[src/rtl/sigma_pkg.sv]
// Shared decode-side definitions: ALU op codes, RV32I field constants,
// the decoded-entry record and the skid buffer state encoding.
package sigma_pkg;

    localparam int DATA_W = 32;

    // ALU operation encoding shared by decode and execute
    localparam logic [3:0] ALU_ADD = 4'b0000;
    localparam logic [3:0] ALU_SUB = 4'b0001;
    localparam logic [3:0] ALU_AND = 4'b0010;
    localparam logic [3:0] ALU_OR  = 4'b0011;
    localparam logic [3:0] ALU_XOR = 4'b0100;
    localparam logic [3:0] ALU_SLL = 4'b0101;
    localparam logic [3:0] ALU_SRL = 4'b0110;
    localparam logic [3:0] ALU_SRA = 4'b0111;

    // Major opcodes handled by this decoder
    localparam logic [6:0] OPC_OP     = 7'b0110011;
    localparam logic [6:0] OPC_OP_IMM = 7'b0010011;

    // funct3 values
    localparam logic [2:0] F3_ADD  = 3'b000;
    localparam logic [2:0] F3_SLL  = 3'b001;
    localparam logic [2:0] F3_SLT  = 3'b010;
    localparam logic [2:0] F3_SLTU = 3'b011;
    localparam logic [2:0] F3_XOR  = 3'b100;
    localparam logic [2:0] F3_SR   = 3'b101;
    localparam logic [2:0] F3_OR   = 3'b110;
    localparam logic [2:0] F3_AND  = 3'b111;

    // funct7 values: base form and the SUB/SRA alternate form
    localparam logic [6:0] F7_BASE = 7'b0000000;
    localparam logic [6:0] F7_ALT  = 7'b0100000;

    typedef struct packed {
        logic [3:0]        alu_op;
        logic [4:0]        rs1;
        logic [4:0]        rs2;
        logic [4:0]        rd;
        logic [DATA_W-1:0] imm;
        logic              use_imm;
        logic              reg_write;
        logic              illegal;
    } decode_t;

    // Occupancy of the 2-entry skid buffer
    typedef enum logic [1:0] {
        SKID_EMPTY = 2'd0,
        SKID_BUSY  = 2'd1,
        SKID_FULL  = 2'd2
    } skid_state_t;

endpackage

[src/rtl/sigma_skid_buffer.sv]
// Generic 2-entry registered skid buffer.
// Handshake: a transfer happens on a side when its valid and ready are both
// high at the rising edge; valid holds and data stays stable until accepted.
// in_ready_o is a register (true when the skid slot will be empty), so there
// is no combinational path from out_ready_i to in_ready_o.
module sigma_skid_buffer
    import sigma_pkg::*;
#(
    parameter int WIDTH = 8
) (
    input  logic             clk_i,
    input  logic             rst_i,
    input  logic             flush_i,
    input  logic             in_valid_i,
    output logic             in_ready_o,
    input  logic [WIDTH-1:0] in_data_i,
    output logic             out_valid_o,
    input  logic             out_ready_i,
    output logic [WIDTH-1:0] out_data_o,
    output skid_state_t      state_o
);

    skid_state_t      state_q;
    logic             out_valid_q;
    logic             in_ready_q;
    logic [WIDTH-1:0] out_data_q;
    logic [WIDTH-1:0] skid_data_q;
    logic             push;
    logic             pop;

    assign push = in_valid_i && in_ready_q;
    assign pop  = out_valid_q && out_ready_i;

    // Occupancy FSM; valid/ready are kept as registers alongside the state
    always_ff @(posedge clk_i) begin
        if (rst_i || flush_i) begin
            state_q     <= SKID_EMPTY;
            out_valid_q <= 1'b0;
            in_ready_q  <= 1'b1;
            out_data_q  <= '0;
            skid_data_q <= '0;
        end else begin
            case (state_q)
                SKID_EMPTY: begin
                    if (push) begin
                        out_data_q  <= in_data_i;
                        out_valid_q <= 1'b1;
                        state_q     <= SKID_BUSY;
                    end
                end
                SKID_BUSY: begin
                    if (push && pop) begin
                        out_data_q <= in_data_i;
                    end else if (push) begin
                        skid_data_q <= in_data_i;
                        in_ready_q  <= 1'b0;
                        state_q     <= SKID_FULL;
                    end else if (pop) begin
                        out_valid_q <= 1'b0;
                        state_q     <= SKID_EMPTY;
                    end
                end
                SKID_FULL: begin
                    if (pop) begin
                        out_data_q <= skid_data_q;
                        in_ready_q <= 1'b1;
                        state_q    <= SKID_BUSY;
                    end
                end
                default: begin
                    out_valid_q <= 1'b0;
                    in_ready_q  <= 1'b1;
                    state_q     <= SKID_EMPTY;
                end
            endcase
        end
    end

    assign in_ready_o  = in_ready_q;
    assign out_valid_o = out_valid_q;
    assign out_data_o  = out_data_q;
    assign state_o     = state_q;

endmodule

[src/rtl/sigma_alu_decode.sv]
// Decodes RV32I OP / OP-IMM words into ALU op records and streams them to
// execute through a 2-entry skid buffer. Counts accepted illegal words.
module sigma_alu_decode
    import sigma_pkg::*;
#(
    parameter int XLEN  = 32,
    parameter int CNT_W = 16
) (
    input  logic             clk,
    input  logic             rst,
    input  logic             flush,
    input  logic             in_valid,
    output logic             in_ready,
    input  logic [31:0]      in_instr,
    output logic             out_valid,
    input  logic             out_ready,
    output logic [3:0]       out_alu_op,
    output logic [4:0]       out_rs1,
    output logic [4:0]       out_rs2,
    output logic [4:0]       out_rd,
    output logic [XLEN-1:0]  out_imm,
    output logic             out_use_imm,
    output logic             out_reg_write,
    output logic             out_illegal,
    output logic [CNT_W-1:0] illegal_count,
    output skid_state_t      dbg_state
);

    // Pure decode of one instruction word; unsupported words become an
    // illegal ADD with every other field cleared.
    function automatic decode_t decode(input logic [31:0] instr);
        decode_t    d;
        logic [6:0] opcode;
        logic [2:0] f3;
        logic [6:0] f7;
        logic       legal;
        logic [3:0] op;
        logic       is_imm;
        logic [DATA_W-1:0] imm;

        opcode = instr[6:0];
        f3     = instr[14:12];
        f7     = instr[31:25];
        legal  = 1'b0;
        op     = ALU_ADD;
        is_imm = 1'b0;
        imm    = '0;

        if (opcode == OPC_OP) begin
            case (f3)
                F3_ADD: begin
                    if (f7 == F7_BASE) begin legal = 1'b1; op = ALU_ADD; end
                    else if (f7 == F7_ALT) begin legal = 1'b1; op = ALU_SUB; end
                end
                F3_SLL: begin legal = (f7 == F7_BASE); op = ALU_SLL; end
                F3_XOR: begin legal = (f7 == F7_BASE); op = ALU_XOR; end
                F3_SR: begin
                    if (f7 == F7_BASE) begin legal = 1'b1; op = ALU_SRL; end
                    else if (f7 == F7_ALT) begin legal = 1'b1; op = ALU_SRA; end
                end
                F3_OR:  begin legal = (f7 == F7_BASE); op = ALU_OR;  end
                F3_AND: begin legal = (f7 == F7_BASE); op = ALU_AND; end
                default: legal = 1'b0;  // SLT / SLTU not supported
            endcase
        end else if (opcode == OPC_OP_IMM) begin
            is_imm = 1'b1;
            imm    = {{(DATA_W-12){instr[31]}}, instr[31:20]};
            case (f3)
                F3_ADD: begin legal = 1'b1; op = ALU_ADD; end
                F3_XOR: begin legal = 1'b1; op = ALU_XOR; end
                F3_OR:  begin legal = 1'b1; op = ALU_OR;  end
                F3_AND: begin legal = 1'b1; op = ALU_AND; end
                F3_SLL: begin
                    legal = (f7 == F7_BASE);
                    op    = ALU_SLL;
                    imm   = {{(DATA_W-5){1'b0}}, instr[24:20]};
                end
                F3_SR: begin
                    imm = {{(DATA_W-5){1'b0}}, instr[24:20]};
                    if (f7 == F7_BASE) begin legal = 1'b1; op = ALU_SRL; end
                    else if (f7 == F7_ALT) begin legal = 1'b1; op = ALU_SRA; end
                end
                default: legal = 1'b0;  // SLTI / SLTIU not supported
            endcase
        end

        d = '0;
        d.alu_op = ALU_ADD;
        if (legal) begin
            d.alu_op    = op;
            d.rs1       = instr[19:15];
            d.rs2       = is_imm ? 5'd0 : instr[24:20];
            d.rd        = instr[11:7];
            d.imm       = imm;
            d.use_imm   = is_imm;
            d.reg_write = (instr[11:7] != 5'd0);
        end else begin
            d.illegal = 1'b1;
        end
        return d;
    endfunction

    decode_t          dec_w;
    decode_t          out_w;
    logic             skid_in_ready;
    logic [CNT_W-1:0] illegal_cnt_q;
    logic [CNT_W-1:0] illegal_cnt_d;
    logic             accept;

    assign dec_w  = decode(in_instr);
    assign accept = in_valid && skid_in_ready && !flush;

    // Saturating increment for accepted illegal words
    always_comb begin
        illegal_cnt_d = illegal_cnt_q;
        if (accept && dec_w.illegal && (illegal_cnt_q != {CNT_W{1'b1}})) begin
            illegal_cnt_d = illegal_cnt_q + 1'b1;
        end
    end

    // Illegal-word counter register
    always_ff @(posedge clk) begin
        if (rst) begin
            illegal_cnt_q <= '0;
        end else begin
            illegal_cnt_q <= illegal_cnt_d;
        end
    end

    sigma_skid_buffer #(
        .WIDTH ($bits(decode_t))
    ) u_skid (
        .clk_i       (clk),
        .rst_i       (rst),
        .flush_i     (flush),
        .in_valid_i  (in_valid),
        .in_ready_o  (skid_in_ready),
        .in_data_i   (dec_w),
        .out_valid_o (out_valid),
        .out_ready_i (out_ready),
        .out_data_o  (out_w),
        .state_o     (dbg_state)
    );

    assign in_ready      = skid_in_ready;
    assign out_alu_op    = out_w.alu_op;
    assign out_rs1       = out_w.rs1;
    assign out_rs2       = out_w.rs2;
    assign out_rd        = out_w.rd;
    assign out_imm       = out_w.imm;
    assign out_use_imm   = out_w.use_imm;
    assign out_reg_write = out_w.reg_write;
    assign out_illegal   = out_w.illegal;
    assign illegal_count = illegal_cnt_q;

endmodule

[config.mk]
export PLATFORM = sky130hd
export DESIGN_NAME = sigma_alu_decode
export DESIGN_NICKNAME = d
export VERILOG_FILES = /design/src/rtl/sigma_pkg.sv /design/src/rtl/sigma_skid_buffer.sv /design/src/rtl/sigma_alu_decode.sv
export SDC_FILE = /design/constraint.sdc
export NUM_CORES = 1
export LEC_CHECK = 0
export CAP_MARGIN = 20
export CORE_MARGIN = 2
export CORE_UTILIZATION = 50
export DETAILED_ROUTE_END_ITERATION = 16
export PLACE_DENSITY = 0.82
export RECOVER_POWER = 100
export SETUP_SLACK_MARGIN = 0.15
export SLEW_MARGIN = 20
export SYNTH_ARGS = -nofsm -noshare
export SYNTH_HDL_FRONTEND = slang
export SYNTH_SLANG_ARGS = --single-unit
[constraint.sdc]
create_clock -name clk -period 5.2 [get_ports clk]
set_clock_uncertainty 0.2 [all_clocks]
set_input_delay 1.04 -clock clk [delete_from_list [all_inputs] [get_ports clk]]
set_output_delay 1.04 -clock clk [all_outputs]
set_load 0.02 [all_outputs]
==> qor.yml, run 1 <==
logic_synthesis:
  synth_warnings: 0
  synth_edf_count: 0
  ys_seq_elements: 86
  syn_nets: 498
  synth_area_um2: 3945
  synth.distinct_cells: 53
  avgSynthCellArea_um2: 8.576
  async_flop_share_pct: 0
  synthFlopType: "dfxtp_1"
  postSynthCellCount: 460
  ys_seq_area_share_pct: 43.64
layout:
  final_cell_area_um2: 5139
  final_cell_mix: "dfxtp_1 (86), dlygate4sd3_1 (75), nor2_1 (47)"
  nNetsFinal: 570
  mostFrequentLayoutCell: "dfxtp_1"
  diodes: 0
  area_growth_pct: 30.26
  fillerInstances: 644
  drive_gt1_share_pct: 6.903
critical_path:
  r2r_end: "u_skid.skid_data_q[6]"
  reg2reg_slack_ns: 2.37
  worstPathArrival_ns: 4.33
  cp-start-kind: "input pin"
  timing.rr.start: "u_skid.state_o[1]"
  crit_type: "in -> reg"
  path_max_fanout: 38
  required_ns: 5.30
  reg2reg_depth: 5
  crit_path_end_kind: "register"
clock_network:
  cts_root_buf: "clkbuf_8"
  cts_sinks: 86
  clock_latency_ns: 0.35
  cts_tree: "built"
  cts_resized: 0
  htreeDepth: 3
  cts_buffer_depth: 2
  postCtsHoldBufs: 0
  post_cts_buffers: 0
  cts_made_buffers: 9
  clkTransAtPathRegs_ns: 0.09
place:
  io_buffers: 109
  place_area_um2: 4926
  dp_hpwl_um: 6814
  place.gp.congestion: 0.8668
sta:
  finalCritPeriodShare_pct: 81.39
  finalSetupViolations: 0
  tightest_slew_ns: 1.492
  rsz0062_at_grt: "no"
  slew_headroom_pct: 0.01903
  finalHoldViolations: 0
  drv_slew: 0
  finalSetupTns_ns: 0
  fmax_mhz: 236.3
  finalCriticalPeriod_ns: 4.232
power_and_ir_drop:
  finalPower_uw: 1382
  power_density_nw_per_um2: 268.8
  ir_drop_mv: 0.1664
  p_leak_uw: 0.001902
routing:
  num_vias: 3774
  dr.pass1.iters: 5
  drc: 0
  wl_per_cell_um: 15.85
  vias_per_cell: 5.915
  wl_um: 10110
  antenna_left: 0
  drt_iter0_markers: 283
floorplan:
  dieArea_um2: 8616
  dieWidth_um: 92.83
  placementRows: 32
  io_pins: 111
  design.core.area_um2: 7687
  dieHeight_um: 92.83
  start_util_pct: 51.32
global_route:
  grt_pass1_vias: 3619
  grt_usage_pct: 24.04
  grt_max_degree: 40
  grt_overflow: 0
  grt_pass1_wl_um: 17040
  antenna_found_initial: 0
run:
  maxCapViolCount: 1
worst_hold_path:
  hold_path_depth: 2
  min-delay-start: "u_skid.skid_data_q[36]"
  worstHoldPathType: "reg -> reg"
  holdPathEnd: "u_skid.skid_data_q[36]"
status:
  status: "finished, violations left"
  violations: "max-capacitance violations"
==> state kept, by name, indices dropped and copies added (netlist names) <==
name	cells
u_skid.out_data_o	33
u_skid.skid_data_q	33
illegal_count	16
u_skid.state_o	2
u_skid.in_ready_o	1
u_skid.out_valid_o	1
==> worst max path at each step <==
stage	cells after the start	end	start
6_report	6	u_skid.skid_data_q[6]	rst
5_1_grt	6	u_skid.skid_data_q[6]	rst
4_1_cts	6	u_skid.skid_data_q[6]	in_valid
3_5_place_dp	6	u_skid.skid_data_q[6]	in_valid
3_3_place_gp	6	u_skid.skid_data_q[6]	in_valid
2_1_floorplan	6	illegal_count[3]	in_instr[5]
==> Yosys cell counts, types with 2 or more instances <==
| master | count | share of area (%) |
|---|---|---|
| a211oi_1 | 2 | 0.38 |
| a21oi_1 | 45 | 5.7 |
| a221oi_1 | 24 | 5.3 |
| a22o_1 | 12 | 2.7 |
| a31oi_1 | 3 | 0.48 |
| a32oi_1 | 5 | 1.1 |
| buf_2 | 6 | 0.76 |
| buf_4 | 23 | 4.4 |
| clkbuf_1 | 23 | 2.2 |
| dfxtp_1 | 86 | 44 |
| inv_1 | 4 | 0.38 |
| mux2_2 | 4 | 1.1 |
| nand2_1 | 32 | 3.0 |
| nand3_1 | 23 | 2.9 |
| nand4_1 | 13 | 2.1 |
| nor2_1 | 49 | 4.7 |
| nor2b_1 | 6 | 0.95 |
| nor3_1 | 2 | 0.25 |
| nor4_1 | 4 | 0.63 |
| nor4_4 | 2 | 1.1 |
| o211ai_1 | 3 | 0.57 |
| o21ai_0 | 41 | 5.2 |
| o31ai_1 | 7 | 1.3 |
| o41ai_1 | 2 | 0.44 |
| or3_1 | 3 | 0.48 |
| or4_1 | 9 | 1.7 |
==> stage by stage <==
| stage | utilization, % | hold WS [ns] | cells | setup WS [ns] |
|---|---|---|---|---|
| after global routing | 66.85 | 0.2874 | 638 | 0.7116 |
| after detailed placement | 64.08 | 0.2472 | 623 | 1.314 |
| after CTS | 66.94 | 0.2600 | 638 | 1.682 |
| final | 66.85 | 0.2608 | 638 | 0.9678 |
| after floorplan | - | 0.2269 | 460 | 2.395 |
| after global placement | 64.08 | 0.2388 | 623 | 1.453 |
==> area by class of cell <==
type | count | area (µm²) | share of cell area, %
multi-input cells | 316 | 1926 | 37.47
clock buffers | 9 | 123.9 | 2.411
flip-flops and latches | 86 | 1722 | 33.50
well taps | 102 | 127.6 | 2.484
inverters | 4 | 15.01 | 0.2922
clock inverters | 6 | 96.34 | 1.875
repair buffers | 115 | 1129 | 21.96
==> metal layers <==
metal	GRT usage, %	up-vias	routed length, µm
li1	-	1841	-
met5	0	-	0
met4	9.314	0	175
met3	3.580	15	634
met2	39.43	149	4800
met1	31.92	1769	4504
==> where the power goes <==
group,switching (µW),leakage [µW],internal (µW)
clock network,248,0.000107,273
logic,105,0.00110,74.4
registers,9.89,0.000696,671
==> logic make-up after synthesis <==
kind of cell | synth area share (%)
buffers and inverters | 8.087
DFF | 43.64
adders and majority gates | 0.3171
AOI/OAI and AO/OA | 25.69
muxes | 1.142
other | 0.09506
and+or+nand+nor | 21.03
==> critical path, cell delays in order <==
cell and delay, ns:
dlygate4sd3_1 0.83, nor2_2 0.16, clkbuf_1 1.05, nand2_1 0.25
nor4_1 0.74, a22o_1 0.24
Note: power is estimated with default switching activity, not from simulation.
==> inputs of run 2 (changes only) <==
Settings changed: CORE_UTILIZATION 50 to 43, PLACE_DENSITY 0.82 to 0.75.
Clock period 5.2 ns to 3.7 ns, I/O delays scaled along.
==> run 2 against run 1 <==
The run ends with max-capacitance violations, max-slew violations left. Sequential power is 41% higher. First-iteration DRC count is 8.5% lower. Critical path depth is 2 higher. Non-clock buffer count is 7 higher. Critical path type unchanged.
==> qor.yml, run 2 (synthesized netlist as in run 1, its figures left out) <==
status:
  status: "finished, violations left"
  violations: "max-capacitance violations, max-slew violations"
global_route:
  grt_pass1_wl_um: 17440  # +2.3%
  grt_pass1_vias: 3600  # -0.53%
  grt_usage_pct: 21.44  # -2.6 points
  grt_max_degree: 40  # unchanged
  antenna_found_initial: 0  # unchanged
  grt_overflow: 0  # unchanged
layout:
  diodes: 0  # unchanged
  area_growth_pct: 31.11
  drive_gt1_share_pct: 7.904  # +1.0 points
  final_cell_area_um2: 5172  # +0.66%
  final_cell_mix: "dfxtp_1 (86), dlygate4sd3_1 (75), nor2_1 (48)"
  mostFrequentLayoutCell: "dfxtp_1"
  nNetsFinal: 577  # +1.2%
clock_network:
  htreeDepth: 3  # unchanged
  cts_sinks: 86  # unchanged
  cts_tree: "built"
  cts_resized: 0  # unchanged
  cts_made_buffers: 9  # unchanged
  clock_latency_ns: 0.37  # +0.02 ns
  cts_root_buf: "clkbuf_8"
  clkTransAtPathRegs_ns: 0.10  # about the same
  cts_buffer_depth: 2  # unchanged
  postCtsHoldBufs: 0  # unchanged
  post_cts_buffers: 0  # unchanged
critical_path:
  worstPathArrival_ns: 3.19  # -1.14 ns
  cp_cell_sequence: "dlygate4sd3_1, nor2b_1, o211a_1, nor3_1, buf_4, clkbuf_2, nand3_1, a21oi_1"
  cp_slowest_cell: "dlygate4sd3_1"
  reg2reg_slack_ns: 1.48  # -0.89 ns
  required_ns: 3.79  # -1.51 ns
  path_max_fanout: 29  # -24%
  cpPeakStageDelay_ns: 0.65  # -0.40 ns
  crit_type: "in -> reg"
  cp-start-kind: "input pin"
  crit_path_end_kind: "register"
floorplan:
  placementRows: 34  # +6.3%
  design.core.area_um2: 8806  # +15%
  io_pins: 111  # unchanged
  dieArea_um2: 9957  # +16%
  start_util_pct: 44.80  # -6.5 points
  dieHeight_um: 99.79  # +7.5%
  dieWidth_um: 99.79  # +7.5%
place:
  dp_hpwl_um: 7202  # +5.7%
  place.gp.congestion: 0.8076  # -6.8%
  place_ws_ns: 0.4705  # -0.8430 ns
  io_buffers: 109  # unchanged
  place_area_um2: 4986  # +1.2%
sta:
  fmax_mhz: 323.1
  fin_ws_ns: 0.6050  # -0.3628 ns
  slew_headroom_pct: -2.578  # -2.6 points
  tightest_slew_ns: 1.539  # +0.04708 ns
  finalCriticalPeriod_ns: 3.095
  finalSetupViolations: 0  # unchanged
  finalCritPeriodShare_pct: 83.65
  rsz0062_at_grt: "no"
  drv_slew: 38  # +38
  finalSetupTns_ns: 0  # unchanged
  finalHoldViolations: 0  # unchanged
power_and_ir_drop:
  ir_drop_mv: 0.1621  # -2.6%
  p_leak_uw: 0.001932  # +1.6%
  power_density_nw_per_um2: 367.1  # +37%
routing:
  antenna_left: 0  # unchanged
  drc: 0  # unchanged
  dr.pass1.iters: 5  # unchanged
  drt_iter0_markers: 259  # -8.5%
  num_vias: 3829  # +1.5%
  vias_per_cell: 5.873  # -0.72%
  wl_per_cell_um: 16.20  # +2.2%
  wl_um: 10560  # +4.4%
worst_hold_path:
  worstHoldPathType: "reg -> reg"
run:
  maxCapViolCount: 1  # unchanged
## run 2: final cells by class
class	count	area, µm²
clock buffer	9	123.9
clock inverter	7	80.08
fill	804	3633
inverter	4	15.01
multi-input combinational	316	1918
sequential	86	1722
tap	108	135.1
timing repair buffer	122	1179
## run 2: metal layers
metal	up-vias	share of wire [%]	track usage, %
met5	-	0	0
met4	0	1.7	8.430
li1	1852	-	-
met1	1840	44	27.62
met3	14	5.9	4.039
met2	123	49	35.65
## run 2: critical path: cells and delay by family
family / cells / cell delay (ns)
compound gates: 2 / 0.43
buf+inv: 3 / 1.41
simple gates: 3 / 0.58
## run 2: metrics by stage
| step | power [µW] | hold slack (ns) | cells | util [%] |
|---|---|---|---|---|
| global route | 1976 | 0.2657 | 652 | 58.74 |
| global placement | 1242 | 0.2351 | 636 | 56.62 |
| detailed placement | 1246 | 0.2433 | 636 | 56.62 |
| finish | 1899 | 0.2542 | 652 | 58.74 |
| CTS | 1920 | 0.2561 | 652 | 58.94 |
| floorplan | 1122 | 0.2269 | 460 | - |
## run 2: worst paths after layout
path | start | end | cells past startpoint
max | in_instr[14] | u_skid.skid_data_q[46] | 8
min | u_skid.skid_data_q[44] | u_skid.skid_data_q[44] | 2
max reg2reg | u_skid.out_valid_o | u_skid.skid_data_q[8] | 4
min reg2reg | u_skid.skid_data_q[44] | u_skid.skid_data_q[44] | 2
## run 2: power breakdown
group / switching [µW] / internal [µW]
Combinational: 149 / 107
Sequential: 14.5 / 943
Clock: 365 / 321
Total: 528 / 1370
